$ cat src/rtl/tqvp_wdt_window.sv
// Windowed watchdog peripheral for the TinyQV bus: prescaled countdown, interrupt, then sticky reset request.
// Optional window mode is compiled in with `define WDT_WINDOW_EN.
module tqvp_wdt_window #(
   parameter int unsigned CNT_W     = 32,
   parameter int unsigned PRE_W     = 16,
   parameter logic [31:0] TAP_MAGIC = 32'h0000ABCD
) (
   input  logic        clk,
   input  logic        rst_n,
   input  logic [7:0]  ui_in,
   output logic [7:0]  uo_out,
   input  logic [5:0]  address,
   input  logic [31:0] data_in,
   input  logic [1:0]  data_write_n,
   input  logic [1:0]  data_read_n,
   output logic [31:0] data_out,
   output logic        data_ready,
   output logic        user_interrupt
);

`ifdef WDT_WINDOW_EN
   localparam bit WIN = 1'b1;
`else
   localparam bit WIN = 1'b0;
`endif

   typedef enum logic [1:0] {S_IDLE, S_RUN, S_EXPIRED, S_RESET_REQ} state_t;

   state_t             state;
   logic               enable, window_en, lock;
   logic               started, timeout_pending, early_violation, reset_req;
   logic [CNT_W-1:0]   reload, window, counter;
   logic [PRE_W-1:0]   prescale, pre_cnt;

   logic [31:0]        wdata_c, rdata_c;
   logic               wr_c, rd_c, running_c, tick_c, start_c, tap_c, early_c;
   logic               unused_ui;

   assign unused_ui      = ^ui_in;
   assign uo_out         = {7'd0, reset_req};
   assign user_interrupt = timeout_pending;

   assign wr_c      = (data_write_n != 2'b11);
   assign rd_c      = (data_read_n != 2'b11);
   assign running_c = enable && (state == S_RUN || state == S_EXPIRED);
   assign tick_c    = running_c && (pre_cnt == prescale);
   assign start_c   = wr_c && (address == 6'd1) && (reload != '0) && (state != S_RESET_REQ);
   assign tap_c     = wr_c && (address == 6'd3) && (data_in == TAP_MAGIC) &&
                      (state == S_RUN || state == S_EXPIRED);
   assign early_c   = window_en && (state == S_RUN) && (counter > window);

   // Narrow writes zero-extend before truncation to the register width
   always_comb begin
      wdata_c = data_in;
      if (data_write_n == 2'b00)      wdata_c = {24'd0, data_in[7:0]};
      else if (data_write_n == 2'b01) wdata_c = {16'd0, data_in[15:0]};
   end

   always_comb begin
      rdata_c = 32'hFFFF_FFFF;
      case (address)
         6'd0:       rdata_c = {29'd0, lock, window_en, enable};
         6'd1, 6'd3: rdata_c = 32'd0;
         6'd2:       rdata_c = 32'(reload);
         6'd4:       rdata_c = {26'd0, (counter != '0), reset_req, early_violation,
                                timeout_pending, started, enable};
         6'd5:       rdata_c = 32'(window);
         6'd6:       rdata_c = 32'(prescale);
         6'd7:       rdata_c = 32'(counter);
         default:    rdata_c = 32'hFFFF_FFFF;
      endcase
   end

   always_ff @(posedge clk or negedge rst_n) begin
      if (!rst_n) begin
         state           <= S_IDLE;
         enable          <= 1'b0;
         window_en       <= 1'b0;
         lock            <= 1'b0;
         started         <= 1'b0;
         timeout_pending <= 1'b0;
         early_violation <= 1'b0;
         reset_req       <= 1'b0;
         reload          <= '0;
         window          <= '0;
         counter         <= '0;
         prescale        <= '0;
         pre_cnt         <= '0;
         data_out        <= 32'd0;
         data_ready      <= 1'b0;
      end else begin
         data_ready <= rd_c;
         if (rd_c) data_out <= rdata_c;

         // Configuration writes; lock freezes them until reset
         if (wr_c && !lock) begin
            case (address)
               6'd0: begin
                  enable    <= wdata_c[0];
                  window_en <= WIN & wdata_c[1];
                  lock      <= wdata_c[2];
               end
               6'd2: reload <= CNT_W'(wdata_c);
               6'd5: if (WIN) window <= CNT_W'(wdata_c);
               6'd6: prescale <= PRE_W'(wdata_c);
               default: ;
            endcase
         end

         // Priority: START, then tap, then tick
         if (start_c) begin
            counter         <= reload;
            pre_cnt         <= '0;
            enable          <= 1'b1;
            started         <= 1'b1;
            timeout_pending <= 1'b0;
            state           <= S_RUN;
         end else if (tap_c) begin
            counter <= reload;
            pre_cnt <= '0;
            if (early_c) begin
               early_violation <= 1'b1;
               timeout_pending <= 1'b1;
               state           <= S_EXPIRED;
            end else begin
               timeout_pending <= 1'b0;
               state           <= S_RUN;
            end
         end else if (tick_c) begin
            pre_cnt <= '0;
            if (counter == CNT_W'(1)) begin
               if (state == S_RUN) begin
                  counter         <= reload;
                  timeout_pending <= 1'b1;
                  state           <= S_EXPIRED;
               end else begin
                  counter   <= '0;
                  reset_req <= 1'b1;
                  state     <= S_RESET_REQ;
               end
            end else begin
               counter <= counter - CNT_W'(1);
            end
         end else if (running_c) begin
            pre_cnt <= pre_cnt + PRE_W'(1);
         end
      end
   end

endmodule

$ cat config.mk
export PLATFORM = sky130hd
export DESIGN_NAME = tqvp_wdt_window
export DESIGN_NICKNAME = d
export VERILOG_FILES = /design/src/rtl/tqvp_wdt_window.sv
export SDC_FILE = /design/constraint.sdc
export NUM_CORES = 1
export LEC_CHECK = 0
export BUFFER_PORTS_ARGS = -buffer_cell sky130_fd_sc_hd__buf_2
export CAP_MARGIN = 0
export CORE_MARGIN = 5
export CORE_UTILIZATION = 50
export CTS_BUF_LIST = sky130_fd_sc_hd__clkbuf_16
export DETAILED_ROUTE_END_ITERATION = 8
export PLACE_DENSITY = 0.81
export SYNTH_ARGS = -nofsm -noshare
export SYNTH_HDL_FRONTEND = slang
export SYNTH_SLANG_ARGS = --single-unit
$ cat constraint.sdc
create_clock -name clk -period 5.5 [get_ports clk]
set_clock_uncertainty 0.2 [all_clocks]
set_input_delay 0.275 -clock clk [delete_from_list [all_inputs] [get_ports clk]]
set_output_delay 0.275 -clock clk [all_outputs]
set_load 0.05 [all_outputs]
==> results of run 1 <==
[metal layers]
metal  up-vias  routed length [µm]  global-route usage
met5         -                   0                   0
met4         0                 959               0.126
met2       446               10600               0.427
li1       3028                   -                   -
met3        91                2130              0.0549
met1      3296                8760               0.363
[synth_stat cells, drive strengths merged (9+ instances only)]
cell type / n / area (µm²)
dfrtp: 136 / 3400
nand2: 91 / 342
nor2: 83 / 312
o21ai: 44 / 231
clkbuf: 33 / 124
nor4: 32 / 219
a21oi: 30 / 150
a221oi: 29 / 254
xor2: 26 / 228
nor3: 25 / 130
buf: 21 / 130
nand3: 21 / 105
a221o: 17 / 170
mux2: 16 / 180
and3: 13 / 81.3
or3: 13 / 81.3
or4: 11 / 86.3
o31ai: 10 / 75.1
mux2i: 9 / 90.1
nand4: 9 / 56.3
[power by group through the flow]
stage	logic, W	registers (W)	clock network, W
final	0.000281	0.00115	0.00121
after global placement	0.000252	0.00116	0
after detailed placement	0.000258	0.00116	0
after CTS	0.000277	0.00114	0.00121
after global routing	0.000304	0.00115	0.00125
after floorplan	0.000128	0.00117	0
[flip-flops by register name (all words and copies together), names as in the netlist]
name	flops
counter	32
data_out	32
reload	32
pre_cnt	16
prescale	16
state	2
data_ready	1
enable	1
lock	1
reset_req	1
started	1
user_interrupt	1
[logic make-up (layout without fill, tap and decap cells)]
logic type | count (synthesis) | after routing | synth area share
xor+xnor | 34 | 34 | 0.0411
buf+inv | 62 | 160 | 0.0392
fa+ha+maj | 5 | 5 | 0.00863
simple gates | 331 | 331 | 0.230
flops | 136 | 136 | 0.470
other cells | 1 | 7 | 0.000517
mux | 25 | 25 | 0.0373
compound gates | 175 | 175 | 0.174
[worst paths after layout]
path	from	end	slack (ns)	cells after the start
hold reg to reg	started	started	0.27	1
setup / recovery	counter[20]	counter[10]	1.85	7
max in group asynchronous	rst_n	data_out[12]	3.61	3
min in group asynchronous	rst_n	data_out[29]	0.24	2
setup reg to reg	counter[20]	counter[10]	1.85	7
hold / removal	address[2]	data_out[4]	0.02	3
[critical path, stage by stage, from the launching register on]
cell and delay [ns]:
dfrtp_1 0.45, or4_1 0.61, or4_1 0.69, nor4_2 0.69
buf_4 0.35, nor2_1 0.08, o211a_1 0.21, a221o_1 0.25
[through the flow]
stage	cells	total power, W	util
6_report	1057	0.00264	0.603
5_1_grt	1057	0.00271	0.603
4_1_cts	1057	0.00263	0.603
3_5_place_dp	992	0.00142	0.537
3_3_place_gp	992	0.00141	0.537
2_1_floorplan	775	0.00130	-
[final cells by class]
class | count | area, µm² | share of cell area
multi-input cells | 577 | 3590 | 0.414
repair buffers | 120 | 795 | 0.0917
flip-flops and latches | 136 | 3400 | 0.393
well taps | 184 | 230 | 0.0266
clock buffers | 17 | 425 | 0.0491
inverters | 8 | 30.0 | 0.00347
clock inverters | 15 | 190 | 0.0220
[what timing repair did]
action | in CTS | in global routing
setup endpoints to repair | 0 | 0
endpoints found under the hold margin | 126 | 0
hold buffers | 33 | 0
gates resized for setup | 0 | 0
==> impl_metrics.yaml, run 1 <==
power_and_ir_drop:
  leakage_nw: 3.68
  internal_power_w: 0.00196
  power_frac_seq: 0.436
  p_sw_frac: 0.259
  pwr-share-clk: 0.458
  power.density_nw_per_um2: 305
  ir_drop_mv: 0.200
  power.switching_w: 0.000682
  pwr-share-comb: 0.106
placed_design:
  gp_congestion: 0.910
  dp_hpwl_mm: 14.5
  pre_cts_ws_ns: 1.79
  dpl_cell_area_um2: 7710
  portBuffers: 78
worst_setup_path:
  criticalPathCategory: "reg -> reg"
  end_kind: "flop"
  worstPathArrival_ns: 3.77
  worstSetupStartpointType: "flop"
  critPathRequiredTime_ns: 5.62
  critPathMaxFanout: 14
synth:
  syn_area_um2: 7250
  yosysUniqueCellTypes: 62
  ys.flop_type: "dfrtp_1"
  async_reset_ff_frac: 1.00
  ys.warnings.count: 32
  synth.avg_cell_area_um2: 9.43
  synth_edf_count: 0
  synth_cells: 769
  ys_seq_area_frac: 0.470
  synth_seq_cells: 136
floorplanning:
  io_pins: 94
  fp.dieW_um: 130
  dieArea_um2: 17000
  die_height_um: 130
  core-area_um2: 14400
  initial_core_util: 0.504
  rows: 44
sta:
  setup_tns_ns: 0
  period_needed_ns: 3.65
  hold_viol_final: 0
  rsz0062_at_grt: "no"
  setup_viol: 0
  max_slew.worst_pin.slew_ns: 1.22
  hold_slack_ns: 0.0174
  clock.fmax_mhz: 274
  fin_ws_ns: 1.85
  fin_crit_sh: 0.664
  drv_slew: 0
  slew_headroom: 0.184
global_route:
  grt_usage: 0.271
  grt_antenna_before_repair: 0
  grt_pass1_wl_mm: 35.6
  grt_max_degree: 79
  grt_overflow_total: 0
  grt_pass1_vias: 6487
detailed_routing:
  viasPerCell: 6.49
  wire_per_inst_um: 21.2
  drc: 0
  wirelength_mm: 22.4
  vias: 6861
  firstDrtPassIters: 5
  antenna_left: 0
  drt_iter0_drc: 850
cts:
  clockRootBuffer: "clkbuf_16"
  worst_skew_pair.late_latency_ns: 0.43
  postCtsSetupBuffers: 0
  cts_tree: "yes"
  htreeDepth: 4
  cts_buffers: 17
  cts_buffer_depth: 2
  clock-sinks: 136
  clk_pin_slew_ns: 0.06
final_layout:
  mostFrequentLayoutCell: "dfrtp_1"
  layout_common_cells: "dfrtp_1 (136), nand2_1 (91), nor2_1 (82), buf_2 (77), o21ai_0 (43)"
  drive_gt1_frac: 0.160
  n_antenna_cell: 0
  fillerInstances: 1161
  area_delta_synth_final_pct: 19.5
  stdcell_area_um2: 8660
  fin_nets: 917
job:
  maxCapViolCount: 0
min_path:
  hp-class: "in -> reg"
status:
  status: "completed"
Power figures use the tool's default switching activity.
==> run 2, diff against run 1 <==
- PLACE_DENSITY: 0.81 -> 0.83
- clock period: 5.5 -> 3.3 ns (I/O delays scaled with it)
==> run 2 against run 1 <==
Die area unchanged; flip-flop and latch count unchanged; cell area up 1.3%; sequential share of layout area down 0.49 points; worst setup slack worse by 1.7 ns; largest power group is now registers; worst hold slack better by 0.035 ns; global-route usage about the same; maximum frequency up 17%; critical path type unchanged.
==> impl_metrics.yaml, run 2 (synthesized netlist as in run 1, its figures left out) <==
global_route:
  grt_pass1_wl_mm: 35.6
  grt_antenna_before_repair: 0
  grt_usage: 0.271
  grt_pass1_vias: 6515
  grt_overflow_total: 0
  grt_max_degree: 77
detailed_routing:
  drc: 0
  wirelength_mm: 22.2
  drt_iter0_drc: 838
  vias: 6961
  wire_per_inst_um: 20.5
  viasPerCell: 6.44
  firstDrtPassIters: 5
  antenna_left: 0
cts:
  cts_buffers: 17
  worst_skew_pair.late_latency_ns: 0.43
  cts_buffer_depth: 2
  clockRootBuffer: "clkbuf_16"
  cts_tree: "yes"
  htreeDepth: 4
  postCtsSetupBuffers: 0
  clock-sinks: 136
  clk_pin_slew_ns: 0.06
sta:
  max_slew.worst_pin.slew_ns: 0.886
  hold_slack_ns: 0.0523
  period_needed_ns: 3.12
  hold_viol_final: 0
  setup_tns_ns: 0
  fin_crit_sh: 0.945
  rsz0062_at_grt: "no"
  slew_headroom: 0.405
  setup_viol: 0
  clock.fmax_mhz: 321
  drv_slew: 0
final_layout:
  area_delta_synth_final_pct: 21.0
  largestRegisters: "counter (32), data_out (32), reload (32)"
  mostFrequentLayoutCell: "dfrtp_1"
  stdcell_area_um2: 8770
  n_antenna_cell: 0
  fin_nets: 942
  layout_common_cells: "dfrtp_1 (136), nand2_1 (91), nor2_1 (82), buf_2 (77), o21ai_0 (43)"
  fillerInstances: 1141
  utilization: 0.610
  fin_cells: 1081
  drive_gt1_frac: 0.185
floorplanning:
  fp.dieW_um: 130
  io_pins: 94
  die_height_um: 130
  rows: 44
  dieArea_um2: 17000
  core-area_um2: 14400
  initial_core_util: 0.504
power_and_ir_drop:
  pwr-share-comb: 0.116
  power.density_nw_per_um2: 467
  internal_power_w: 0.00296
  p_sw_frac: 0.279
  pwr-share-clk: 0.416
  power_frac_seq: 0.468
  leakage_nw: 3.76
  power.switching_w: 0.00114
  ir_drop_mv: 0.298
placed_design:
  dpl_cell_area_um2: 7910
  gp_congestion: 0.970
  dp_cells: 1016
  portBuffers: 78
  dp_hpwl_mm: 15.0
worst_setup_path:
  criticalPathCategory: "reg -> reg"
  worstPathArrival_ns: 3.28
  critPathRequiredTime_ns: 3.46
  worstSetupStartpointType: "flop"
  critPathMaxFanout: 15
  end_kind: "flop"
min_path:
  hp-class: "in -> reg"
job:
  maxCapViolCount: 0
status:
  status: "completed"
run 2: cell count changes in the layout (fill, tap and decap cells not counted), sizes merged:
cell,before,now
bufinv,5,1
dlygate4sd3,33,34
clkinv,8,10
inv,10,9
buf,87,111
clkinvlp,0,2
run 2: critical path: stages (launching register included):
cell and delay [ns]:
dfrtp_1 0.45, nor4_1 0.56, nand4_1 0.16, o2111a_1 0.41
or2_2 0.50, buf_4 0.23, nor4_1 0.37, a221o_1 0.19
run 2: final cells by class:
class / count / area (µm²) / share of cell area
clock buffers: 17 / 425 / 0.0485
clock inverters: 14 / 92.6 / 0.0106
inverters: 8 / 30.0 / 0.00342
multi-input cells: 577 / 3590 / 0.409
flip-flops and latches: 136 / 3400 / 0.388
well taps: 184 / 230 / 0.0263
repair buffers: 145 / 997 / 0.114
run 2: metal layers:
metal	wire, µm	GRT usage	share of wire
met1	8750	0.369	0.40
met2	10200	0.405	0.46
met3	2090	0.0659	0.095
met4	1150	0.136	0.052
met5	0	0	0
run 2: worst paths after layout:
path / startpoint / to / slack, ns / cells past startpoint
worst max register to register: reload[13] / counter[9] / 0.18 / 7
min in group asynchronous: rst_n / data_out[29] / 0.11 / 2
worst min-delay path: data_write_n[1] / reload[23] / 0.05 / 4
worst max-delay path: reload[13] / counter[9] / 0.18 / 7
max in group asynchronous: rst_n / reload[3] / 2.01 / 3
worst min register to register: started / started / 0.27 / 1
run 2: per-stage QoR:
stage	power, W	setup slack [ns]
6_report	0.00410	0.183
5_1_grt	0.00423	0.0916
4_1_cts	0.00410	0.203
3_5_place_dp	0.00237	0.216
3_3_place_gp	0.00236	0.248
2_1_floorplan	0.00217	0.366
run 2: timing repair:
item / CTS / global route
gates resized for setup: 0 / 1
endpoints found under the hold margin: 128 / 0
endpoints found under the setup margin: 0 / 4
hold buffers: 34 / 0
run 2: power groups by stage:
stage	combinational [W]	clock [W]	sequential (W)
2_1_floorplan	0.000213	0	0.00195
3_3_place_gp	0.000427	0	0.00193
3_5_place_dp	0.000436	0	0.00194
4_1_cts	0.000470	0.00172	0.00191
5_1_grt	0.000516	0.00179	0.00193
6_report	0.000474	0.00171	0.00192
